**src/rtl/muldiv_unit_pkg.sv**
```systemverilog
// Shared definitions for the M-extension multiply/divide unit:
// funct3 encodings, the FSM state type and operand-sign decode helpers.
package muldiv_unit_pkg;

    localparam logic [2:0] FUNCT3_MUL    = 3'b000;
    localparam logic [2:0] FUNCT3_MULH   = 3'b001;
    localparam logic [2:0] FUNCT3_MULHSU = 3'b010;
    localparam logic [2:0] FUNCT3_MULHU  = 3'b011;
    localparam logic [2:0] FUNCT3_DIV    = 3'b100;
    localparam logic [2:0] FUNCT3_DIVU   = 3'b101;
    localparam logic [2:0] FUNCT3_REM    = 3'b110;
    localparam logic [2:0] FUNCT3_REMU   = 3'b111;

    typedef enum logic [1:0] {
        MD_IDLE = 2'd0,
        MD_CALC = 2'd1,
        MD_DONE = 2'd2
    } muldiv_state_t;

    function automatic logic op_a_signed(input logic [2:0] f);
        return (f == FUNCT3_MULH) || (f == FUNCT3_MULHSU) ||
               (f == FUNCT3_DIV)  || (f == FUNCT3_REM);
    endfunction

    function automatic logic op_b_signed(input logic [2:0] f);
        return (f == FUNCT3_MULH) || (f == FUNCT3_DIV) || (f == FUNCT3_REM);
    endfunction

endpackage

```
**src/rtl/muldiv_unit_if.sv**
```systemverilog
// Execute-stage handshake between the pipeline and the multiply/divide unit.
// The pipeline side is the master; the unit is the slave.
interface muldiv_unit_if #(
    parameter int XLEN = 32
);
    logic            start_i;
    logic [2:0]      funct3_i;
    logic [XLEN-1:0] operand_a_i;
    logic [XLEN-1:0] operand_b_i;
    logic            flush_i;
    logic            busy_o;
    logic            done_o;
    logic [XLEN-1:0] result_o;

    modport master (
        output start_i, funct3_i, operand_a_i, operand_b_i, flush_i,
        input  busy_o, done_o, result_o
    );

    modport slave (
        input  start_i, funct3_i, operand_a_i, operand_b_i, flush_i,
        output busy_o, done_o, result_o
    );
endinterface

```
**src/rtl/muldiv_step.sv**
```systemverilog
// One iteration of the iterative multiply/divide datapath: BITS_PER_CYCLE
// MSB-first shift-add (multiply) or restoring shift-subtract (divide) steps.
module muldiv_step #(
    parameter int XLEN           = 32,
    parameter int BITS_PER_CYCLE = 1
) (
    input  logic              is_div_i,
    input  logic [XLEN-1:0]   opa_i,
    input  logic [XLEN-1:0]   opb_i,
    input  logic [2*XLEN:0]   acc_i,
    input  logic [XLEN:0]     rem_i,
    output logic [XLEN-1:0]   opa_o,
    output logic [2*XLEN:0]   acc_o,
    output logic [XLEN:0]     rem_o
);

    logic [XLEN-1:0] opa_w;
    logic [2*XLEN:0] acc_w;
    logic [XLEN:0]   rem_w;

    // opa doubles as the multiplier shift register and the dividend/quotient register.
    always_comb begin
        opa_w = opa_i;
        acc_w = acc_i;
        rem_w = rem_i;
        for (int i = 0; i < BITS_PER_CYCLE; i++) begin
            if (is_div_i) begin
                rem_w = {rem_w[XLEN-1:0], opa_w[XLEN-1]};
                opa_w = {opa_w[XLEN-2:0], 1'b0};
                if (rem_w >= {1'b0, opb_i}) begin
                    rem_w    = rem_w - {1'b0, opb_i};
                    opa_w[0] = 1'b1;
                end
            end else begin
                acc_w = {acc_w[2*XLEN-1:0], 1'b0} +
                        (opa_w[XLEN-1] ? {{(XLEN+1){1'b0}}, opb_i} : {(2*XLEN+1){1'b0}});
                opa_w = {opa_w[XLEN-2:0], 1'b0};
            end
        end
        opa_o = opa_w;
        acc_o = acc_w;
        rem_o = rem_w;
    end

endmodule

```
**src/rtl/muldiv_unit.sv**
```systemverilog
// Iterative RISC-V M-extension multiply/divide unit. Works on operand
// magnitudes and applies the sign fix-up when the result is registered.
module muldiv_unit
    import muldiv_unit_pkg::*;
#(
    parameter int XLEN           = 32,
    parameter int BITS_PER_CYCLE = 1
) (
    input  logic         clk,
    input  logic         rst,
    muldiv_unit_if.slave bus
);

    localparam int N  = XLEN / BITS_PER_CYCLE;
    localparam int CW = $clog2(N + 1);
    localparam logic [CW-1:0]   CNT_LOAD = CW'(N);
    localparam logic [CW-1:0]   CNT_ONE  = CW'(1);
    localparam logic [XLEN-1:0] MOST_NEG = {1'b1, {(XLEN-1){1'b0}}};

    muldiv_state_t   state_q, state_d;
    logic [CW-1:0]   cnt_q, cnt_d;
    logic [2:0]      funct3_q, funct3_d;
    logic            neg_q, neg_d;
    logic [XLEN-1:0] opa_q, opa_d;
    logic [XLEN-1:0] opb_q, opb_d;
    logic [2*XLEN:0] acc_q, acc_d;
    logic [XLEN:0]   rem_q, rem_d;
    logic [XLEN-1:0] result_q, result_d;
    logic            done_q, done_d;

    logic            is_rem_in, a_neg, b_neg, div_zero, div_ovf;
    logic [XLEN-1:0] a_mag, b_mag;

    logic [XLEN-1:0]   opa_nxt;
    logic [2*XLEN:0]   acc_nxt;
    logic [XLEN:0]     rem_nxt;
    logic [2*XLEN-1:0] prod_fix;
    logic [XLEN-1:0]   quo_fix, rem_fix, calc_result;
    logic              unused_msbs;

    assign is_rem_in = bus.funct3_i[2] & bus.funct3_i[1];
    assign a_neg     = op_a_signed(bus.funct3_i) & bus.operand_a_i[XLEN-1];
    assign b_neg     = op_b_signed(bus.funct3_i) & bus.operand_b_i[XLEN-1];
    assign a_mag     = a_neg ? -bus.operand_a_i : bus.operand_a_i;
    assign b_mag     = b_neg ? -bus.operand_b_i : bus.operand_b_i;
    assign div_zero  = bus.funct3_i[2] & (bus.operand_b_i == '0);
    assign div_ovf   = bus.funct3_i[2] & ~bus.funct3_i[0] &
                       (bus.operand_a_i == MOST_NEG) & (bus.operand_b_i == '1);

    muldiv_step #(
        .XLEN           (XLEN),
        .BITS_PER_CYCLE (BITS_PER_CYCLE)
    ) u_step (
        .is_div_i (funct3_q[2]),
        .opa_i    (opa_q),
        .opb_i    (opb_q),
        .acc_i    (acc_q),
        .rem_i    (rem_q),
        .opa_o    (opa_nxt),
        .acc_o    (acc_nxt),
        .rem_o    (rem_nxt)
    );

    // Magnitudes never reach the top bits of acc/rem once the final step is done.
    assign unused_msbs = acc_nxt[2*XLEN] ^ rem_nxt[XLEN];

    assign prod_fix = neg_q ? -acc_nxt[2*XLEN-1:0] : acc_nxt[2*XLEN-1:0];
    assign quo_fix  = neg_q ? -opa_nxt : opa_nxt;
    assign rem_fix  = neg_q ? -rem_nxt[XLEN-1:0] : rem_nxt[XLEN-1:0];

    always_comb begin
        case (funct3_q)
            FUNCT3_MUL:                               calc_result = prod_fix[XLEN-1:0];
            FUNCT3_MULH, FUNCT3_MULHSU, FUNCT3_MULHU: calc_result = prod_fix[2*XLEN-1:XLEN];
            FUNCT3_DIV, FUNCT3_DIVU:                  calc_result = quo_fix;
            FUNCT3_REM, FUNCT3_REMU:                  calc_result = rem_fix;
            default:                                  calc_result = '0;
        endcase
    end

    always_comb begin
        state_d  = state_q;
        cnt_d    = cnt_q;
        funct3_d = funct3_q;
        neg_d    = neg_q;
        opa_d    = opa_q;
        opb_d    = opb_q;
        acc_d    = acc_q;
        rem_d    = rem_q;
        result_d = result_q;
        done_d   = 1'b0;
        if (bus.flush_i) begin
            state_d = MD_IDLE;
        end else begin
            case (state_q)
                MD_IDLE: begin
                    if (bus.start_i) begin
                        funct3_d = bus.funct3_i;
                        neg_d    = is_rem_in ? a_neg : (a_neg ^ b_neg);
                        opa_d    = a_mag;
                        opb_d    = b_mag;
                        acc_d    = '0;
                        rem_d    = '0;
                        if (div_zero) begin
                            state_d  = MD_DONE;
                            done_d   = 1'b1;
                            result_d = is_rem_in ? bus.operand_a_i : '1;
                            cnt_d    = '0;
                        end else if (div_ovf) begin
                            state_d  = MD_DONE;
                            done_d   = 1'b1;
                            result_d = is_rem_in ? '0 : bus.operand_a_i;
                            cnt_d    = '0;
                        end else begin
                            state_d = MD_CALC;
                            cnt_d   = CNT_LOAD;
                        end
                    end
                end
                MD_CALC: begin
                    opa_d = opa_nxt;
                    acc_d = acc_nxt;
                    rem_d = rem_nxt;
                    cnt_d = cnt_q - CNT_ONE;
                    if (cnt_q == CNT_ONE) begin
                        state_d  = MD_DONE;
                        done_d   = 1'b1;
                        result_d = calc_result;
                    end
                end
                MD_DONE: state_d = MD_IDLE;
                default: state_d = MD_IDLE;
            endcase
        end
    end

    always_ff @(posedge clk or posedge rst) begin
        if (rst) begin
            state_q  <= MD_IDLE;
            cnt_q    <= '0;
            funct3_q <= '0;
            neg_q    <= 1'b0;
            opa_q    <= '0;
            opb_q    <= '0;
            acc_q    <= '0;
            rem_q    <= '0;
            result_q <= '0;
            done_q   <= 1'b0;
        end else begin
            state_q  <= state_d;
            cnt_q    <= cnt_d;
            funct3_q <= funct3_d;
            neg_q    <= neg_d;
            opa_q    <= opa_d;
            opb_q    <= opb_d;
            acc_q    <= acc_d;
            rem_q    <= rem_d;
            result_q <= result_d;
            done_q   <= done_d;
        end
    end

    // Combinational so the stall lands in the same cycle the op enters EX.
    assign bus.busy_o   = ((state_q == MD_IDLE) & bus.start_i & ~bus.flush_i) |
                          (state_q == MD_CALC);
    assign bus.done_o   = done_q;
    assign bus.result_o = result_q;

endmodule

```
**src/flat_wrapper.sv**
```systemverilog
// flat-port wrapper written by rule: the top's interface ports become plain ports
module muldiv_unit_flat import muldiv_unit_pkg::*;
#(
    parameter int XLEN           = 32,
    parameter int BITS_PER_CYCLE = 1
)
  (clk, rst, bus_start_i, bus_funct3_i, bus_operand_a_i, bus_operand_b_i, bus_flush_i, bus_busy_o, bus_done_o, bus_result_o);
  muldiv_unit_if #(.XLEN(XLEN)) bus_i ();
  input  logic clk;
  input  logic rst;
  input wire logic [$bits(bus_i.start_i)-1:0] bus_start_i;
  input wire logic [$bits(bus_i.funct3_i)-1:0] bus_funct3_i;
  input wire logic [$bits(bus_i.operand_a_i)-1:0] bus_operand_a_i;
  input wire logic [$bits(bus_i.operand_b_i)-1:0] bus_operand_b_i;
  input wire logic [$bits(bus_i.flush_i)-1:0] bus_flush_i;
  output wire logic [$bits(bus_i.busy_o)-1:0] bus_busy_o;
  output wire logic [$bits(bus_i.done_o)-1:0] bus_done_o;
  output wire logic [$bits(bus_i.result_o)-1:0] bus_result_o;
  assign bus_i.start_i = bus_start_i;
  assign bus_i.funct3_i = bus_funct3_i;
  assign bus_i.operand_a_i = bus_operand_a_i;
  assign bus_i.operand_b_i = bus_operand_b_i;
  assign bus_i.flush_i = bus_flush_i;
  assign bus_busy_o = bus_i.busy_o;
  assign bus_done_o = bus_i.done_o;
  assign bus_result_o = bus_i.result_o;
  muldiv_unit #(.XLEN(XLEN), .BITS_PER_CYCLE(BITS_PER_CYCLE)) u_core (.clk(clk), .rst(rst), .bus(bus_i));
endmodule
```
**config.mk**
```make
export PLATFORM = sky130hd
export DESIGN_NAME = muldiv_unit_flat
export DESIGN_NICKNAME = d
export VERILOG_FILES = /design/src/rtl/muldiv_unit_pkg.sv /design/src/rtl/muldiv_unit_if.sv /design/src/rtl/muldiv_step.sv /design/src/rtl/muldiv_unit.sv /design/src/flat_wrapper.sv
export SDC_FILE = /design/constraint.sdc
export NUM_CORES = 1
export LEC_CHECK = 0
export CELL_PAD_IN_SITES_DETAIL_PLACEMENT = 0
export CELL_PAD_IN_SITES_GLOBAL_PLACEMENT = 1
export CORE_ASPECT_RATIO = 1.4
export CORE_MARGIN = 2
export CORE_UTILIZATION = 50
export CTS_CLUSTER_DIAMETER = 150
export CTS_CLUSTER_SIZE = 10
export DETAILED_ROUTE_END_ITERATION = 6
export GPL_TIMING_DRIVEN = 0
export PLACE_DENSITY_LB_ADDON = 0.1
export SETUP_SLACK_MARGIN = 0.5
export SKIP_CTS_REPAIR_TIMING = 1
export SYNTH_ARGS = -nofsm -noshare
export SYNTH_HDL_FRONTEND = slang
export SYNTH_HIERARCHICAL = 1
export SYNTH_SLANG_ARGS = --single-unit
```
**constraint.sdc**
```tcl
create_clock -name clk -period 13.35 [get_ports clk]
set_input_delay 2.0025 -clock clk [delete_from_list [all_inputs] [get_ports clk]]
set_output_delay 2.0025 -clock clk [all_outputs]
set_load 0.005 [all_outputs]
```
# After elaboration in Yosys (flattened, before gate mapping)
# Cells that the tools add are included.
dict set report word_totals {
  regBits 205
  out_inout_bits 34
  mem_bits_ro 0
  wordCells 110
  latch_bits 0
  n_memories 0
  input_bits 71
  ramBits 0
}
dict set report classes {
  add_sub_neg 8
  reduce_logical 16
  order_cmp 1
  n_shift 0
  n_mul 0
  bitwise 13
  eq_ne 20
  div_mod_pow 0
  muxes 42
}
# cell n
set ops {}
lappend ops {{two-way mux 32 bit} 15}
lappend ops {{two-way mux 64 bit} 3}
lappend ops {{one-hot mux 32 bit (2 select lines)} 3}
lappend ops {{negation 32 bit} 4}
lappend ops {{one-hot mux 32 bit (4 select lines)} 1}
lappend ops {{one-hot mux 64 bit (2 select lines)} 1}
lappend ops {{adder 64 x 32 -> 64 bit} 1}
lappend ops {{equality test 32 bit (second input constant)} 2}
lappend ops {{negation 64 bit} 1}
lappend ops {{>= comparator 33 x 32 -> 1 bit} 1}
lappend ops {{zero test 32 bit} 1}
lappend ops {{subtractor 32 bit} 1}
lappend ops {{equality test 3 bit (second input constant)} 6}
lappend ops {{two-way mux 6 bit} 3}
lappend ops {{one-hot mux 6 bit (2 select lines)} 1}
lappend ops {{two-way mux 2 bit} 5}
lappend ops {{AND 1 bit} 9}
lappend ops {{equality test 3 x 2 -> 1 bit (second input constant)} 3}
lappend ops {{two-way mux 1 bit} 8}
lappend ops {{equality test 3 x 1 -> 1 bit (second input constant)} 2}
lappend ops {{equality test 6 x 1 -> 1 bit (second input constant)} 1}
lappend ops {{AND reduction 3 bit} 2}
lappend ops {{subtractor 6 x 1 -> 6 bit (second input constant)} 1}
lappend ops {{logical OR 1 bit} 5}
lappend ops {{18 further kinds} 20}

# Logic depth before layout (Yosys ltp)
dict set report depth {
  ltp_word 9
  ltp_mapped 23
  mapped_depth_nobuf 20
}

# Modules after synthesis
# Netlist, hierarchy kept.
# mod cells_each n_inst area_per_inst_um2
set by_module_without_submodules {}
lappend by_module_without_submodules {muldiv_unit 1769 1 14107.3}
lappend by_module_without_submodules {muldiv_step 968 1 6117.1}

# Least setup slack after synthesis
# Ideal clock, no wire load.
dict set report synth_path {
  path_type {register to register}
  startpoint {register u_core.opa_q[31]}
  endpoint {register u_core.result_q[25], in the netlist u_core/bus.result_o[25]}
  stages_incl_launch_ff 21
  setup_ns 0.126
  t_required_ns 13.224
  path_slack_ns 7.783
  period_less_slack_ns 5.567
  arrival_time_ns 5.441
  path_cell_list {dfrtp_1 inv_1 clkbuf_1 nor2_1 ha_1 a211o_1 a31o_2 a31oi_1 a21boi_2 a21oi_2 o21ai_0 o41ai_2 xor2_1 o21ai_1 or4_4 or4_4 or4_4 o41ai_2 xor2_1 o221ai_1 a221o_1}
}
dict set report synth_between {
  elab_chain_cells 8
  word_cells_on_any_way 18
}
# element line_no
set synth_lines {}
lappend synth_lines {{start: declaration} muldiv_unit.sv:24} ;# logic [XLEN-1:0] opa_q, opa_d;
lappend synth_lines {{start signal: assignment} muldiv_unit.sv:154} ;# opa_q <= opa_d;
lappend synth_lines {{two-way mux 32 bit} muldiv_step.sv:36} ;# (opa_w[XLEN-1] ? {{(XLEN+1){1'b0}}, opb_i} : {(2*XLEN+1){1'b0}});
lappend synth_lines {{adder 64 x 32 -> 64 bit} muldiv_step.sv:35} ;# acc_w = {acc_w[2*XLEN-1:0], 1'b0} +
lappend synth_lines {{two-way mux 64 bit} muldiv_step.sv:27} ;# if (is_div_i) begin
lappend synth_lines {{net u_core.acc_nxt[27]} muldiv_unit.sv:35} ;# logic [2*XLEN:0] acc_nxt;
lappend synth_lines {{negation 64 bit} muldiv_unit.sv:67} ;# assign prod_fix = neg_q ? -acc_nxt[2*XLEN-1:0] : acc_nxt[2*XLEN-1:0];
lappend synth_lines {{two-way mux 64 bit} muldiv_unit.sv:67}
lappend synth_lines {{one-hot mux 32 bit (4 select lines)} muldiv_unit.sv:72} ;# case (funct3_q)
lappend synth_lines {{two-way mux 32 bit} muldiv_unit.sv:125} ;# if (cnt_q == CNT_ONE) begin
lappend synth_lines {{one-hot mux 32 bit (2 select lines)} muldiv_unit.sv:95} ;# case (state_q)
lappend synth_lines {{end signal: assignment} muldiv_unit.sv:158} ;# result_q <= result_d;
lappend synth_lines {{end: declaration} muldiv_unit.sv:28} ;# logic [XLEN-1:0] result_q, result_d;
# The timed path passes the listed nets, and every way through them passes these cells. The select of a mux whose other input is x is not followed.
# A chain may end at the register's enable or synchronous reset.

# Worst setup path after layout
dict set report layout_path {
  startpoint {register u_core.opa_q[31]}
  endpoint {register u_core.result_q[28], in the netlist u_core/bus.result_o[28]}
}
dict set report layout_between {
  elab_chain_cells 8
  word_cells_on_any_way 18
}
# element line_no
set layout_lines {}
lappend layout_lines {{>= comparator 33 x 32 -> 1 bit} muldiv_step.sv:30} ;# if (rem_w >= {1'b0, opb_i}) begin
lappend layout_lines {{two-way mux 1 bit} muldiv_step.sv:30}
lappend layout_lines {{two-way mux 1 bit} muldiv_step.sv:27}
lappend layout_lines {{net u_core.opa_nxt[0]} muldiv_unit.sv:34} ;# logic [XLEN-1:0] opa_nxt;
lappend layout_lines {{negation 32 bit} muldiv_unit.sv:68} ;# assign quo_fix = neg_q ? -opa_nxt : opa_nxt;
lappend layout_lines {{two-way mux 32 bit} muldiv_unit.sv:68}
lappend layout_lines {{one-hot mux 32 bit (4 select lines)} muldiv_unit.sv:72}
lappend layout_lines {{two-way mux 32 bit} muldiv_unit.sv:125}
lappend layout_lines {{one-hot mux 32 bit (2 select lines)} muldiv_unit.sv:95}
# The timed path passes the listed nets, and every way through them passes these cells. The select of a mux whose other input is x is not followed.

==> results.py <==
metrics = {
    "status": {
        "status": "finished with violations",
        "failed_checks": "capacitance limit",
    },
    "die": {
        "die_area_um2": 41750,
        "placementRows": 86,
        "die_h_um": 241.0,
        "die_w_um": 173.3,
        "ioPinCount": 105,
        "design.core.area_um2": 39490,
        "start_util": 0.5079,
    },
    "finish": {
        "stdcell_area_um2": 22400,
        "layout-drive-gt1-share": 0.05167,
        "layout_commonest_cell": "nand2_1",
        "finalNonFillerCells": 3373,
        "nets": 2990,
        "n_antenna_cell": 0,
        "layout.cells.most_common_list": "nand2_1, o21ai_0, nor2_1",
        "final.fill_count": 3884,
        "area_growth_pct": 11.70,
    },
    "global_route": {
        "grtUsageTotal": 0.4015,
        "grt_max_degree": 129,
        "antenna_found_initial": 1,
        "grt_remaining_overflow": 0,
        "grt_pass1_wl_um": 128200,
        "grt_pass1_vias": 21080,
    },
    "critical_path": {
        "crit_arrival_ps": 8090,
        "regToRegSetupSlack_ps": 5700,
        "setup.worst_path.class": "flop to flop",
        "worstSetupStartpoint": "u_core/opa_q[31]",
        "crit_path_end": "u_core/bus.result_o[28]",
        "reg2reg_depth": 22,
        "cp-start-kind": "flop",
        "worstSetupEndpointType": "flop",
        "cp_max_fo": 10,
        "r2r-end": "u_core/bus.result_o[28]",
        "crit_required_ps": 13790,
        "worstReg2RegStart": "u_core/opa_q[31]",
    },
    "timing": {
        "finalHoldViolations": 0,
        "setup_viol": 0,
        "period_minus_slack_ps": 7651,
        "rsz0062_at_grt": "no",
        "worst_pin_slew_ps": 1465,
        "tns_ps": 0,
        "finClkSkew_ps": 18.21,
        "slew_headroom": 0.01527,
        "fmax_ghz": 0.1307,
        "slew_violations": 0,
        "setup_slack_ps": 5699,
        "holdWs_ps": 470.0,
        "period_share": 0.5731,
    },
    "yosys": {
        "syn-instance-count": 2715,
        "syn-num-nets": 2860,
        "yosysWarningCount": 6,
        "synth_area_per_cell_um2": 7.387,
        "syn_area_um2": 20060,
    },
    "route": {
        "drc": 0,
        "drt.antenna.violating_nets": 0,
        "dr.first_iter.drc_count": 2306,
        "drt_pass1_iterations": 6,
        "wire_per_inst_um": 25.25,
        "vias": 21880,
        "totalWireLength_um": 85170,
        "viasPerCell": 6.486,
    },
    "run": {
        "cap_violations": 1,
    },
    "clock_tree": {
        "cts-root-buf": "clkbuf_16",
        "cts-buffers-inserted": 24,
        "cts_tree": "yes",
        "clockBufferDepth": 3,
        "clk_pin_slew_ps": 60,
        "cts_num_sinks": 205,
        "htree_levels": 1,
        "clk_latency_ps": 560,
    },
    "placement": {
        "place_ws_ps": 5948,
        "dp_cells": 3347,
        "portBuffers": 102,
        "hpwl_um": 67560,
        "place_congestion": 1.064,
        "place_area_um2": 21780,
    },
    "power": {
        "vdd_drop_max_mv": 0.1219,
        "p_leak_nw": 9.421,
        "power_density_nw_per_um2": 153.3,
    },
    "hold_path": {
        "worstHoldPathType": "flop to flop",
        "min-delay-start": "u_core/acc_q[63]",
    },
}
==> through the flow <==
step / util / total power, W
global placement: 0.5505 / 0.002753
CTS: 0.5673 / 0.003373
detailed placement: 0.5515 / 0.002769
global route: 0.5673 / 0.003597
floorplan: - / 0.002039
finish: 0.5673 / 0.003433
==> per-layer routing <==
layer / part of all wire / GRT usage
met5: 0.00018 / 0
met4: 0.096 / 0.3274
met3: 0.067 / 0.03796
met2: 0.46 / 0.6752
met1: 0.38 / 0.4692
==> final cells by class <==
cell class | instances | area, um^2 | share of cell area
clock buffers | 24 | 600.6 | 0.02681
plain buffers | 203 | 918.4 | 0.04099
inverters | 80 | 307.8 | 0.01374
flip-flops and latches | 205 | 5130 | 0.2290
well taps | 528 | 660.6 | 0.02949
clock inverters | 2 | 23.77 | 0.001061
multi-input cells | 2227 | 13710 | 0.6119
repair buffers | 104 | 1054 | 0.04703
==> state kept, by name, summed over array words and instances (netlist names) <==
name                 count
u_core/neg_q             1
u_core/opb_q            32
u_core/funct3_q          3
u_core/bus.done_o        1
u_core/opa_q            32
u_core/acc_q            64
u_core/rem_q            32
u_core/cnt_q             6
u_core/bus.result_o     32
u_core/state_q           2
==> worst min-delay path by stage <==
stage / to / slack (ps) / depth (start not counted)
finish: u_core/acc_q[63] / 470 / 2
global route: u_core/opa_q[10] / 500 / 1
CTS: u_core/acc_q[63] / 480 / 2
detailed placement: u_core/acc_q[63] / 470 / 2
global placement: u_core/acc_q[63] / 450 / 2
floorplan: u_core/acc_q[63] / 440 / 2
==> critical path, stage by stage, from the launching register on <==
cell and delay [ps]:
dfrtp_1 450, inv_1 160, clkbuf_1 620, ha_1 330, nor2b_1 80, o2111ai_1 280
a21oi_1 190, o2111ai_1 470, nand3_1 180, a31oi_2 660, inv_2 300, nand2_1 400
inv_1 260, inv_1 130, ha_1 200, or4b_1 570, or4b_1 560, clkbuf_1 210
o31ai_1 310, xnor2_1 150, a222oi_1 470, o211ai_1 220, a31o_2 300
==> power by group <==
| group | internal [W] | switching [W] | leakage (nW) |
|---|---|---|---|
| logic | 0.000685 | 0.00133 | 6.43 |
| clock network | 0.000317 | 0.000270 | 0.303 |
| registers | 0.000744 | 0.0000882 | 2.69 |
No activity file was read; power rests on OpenSTA's default activity.
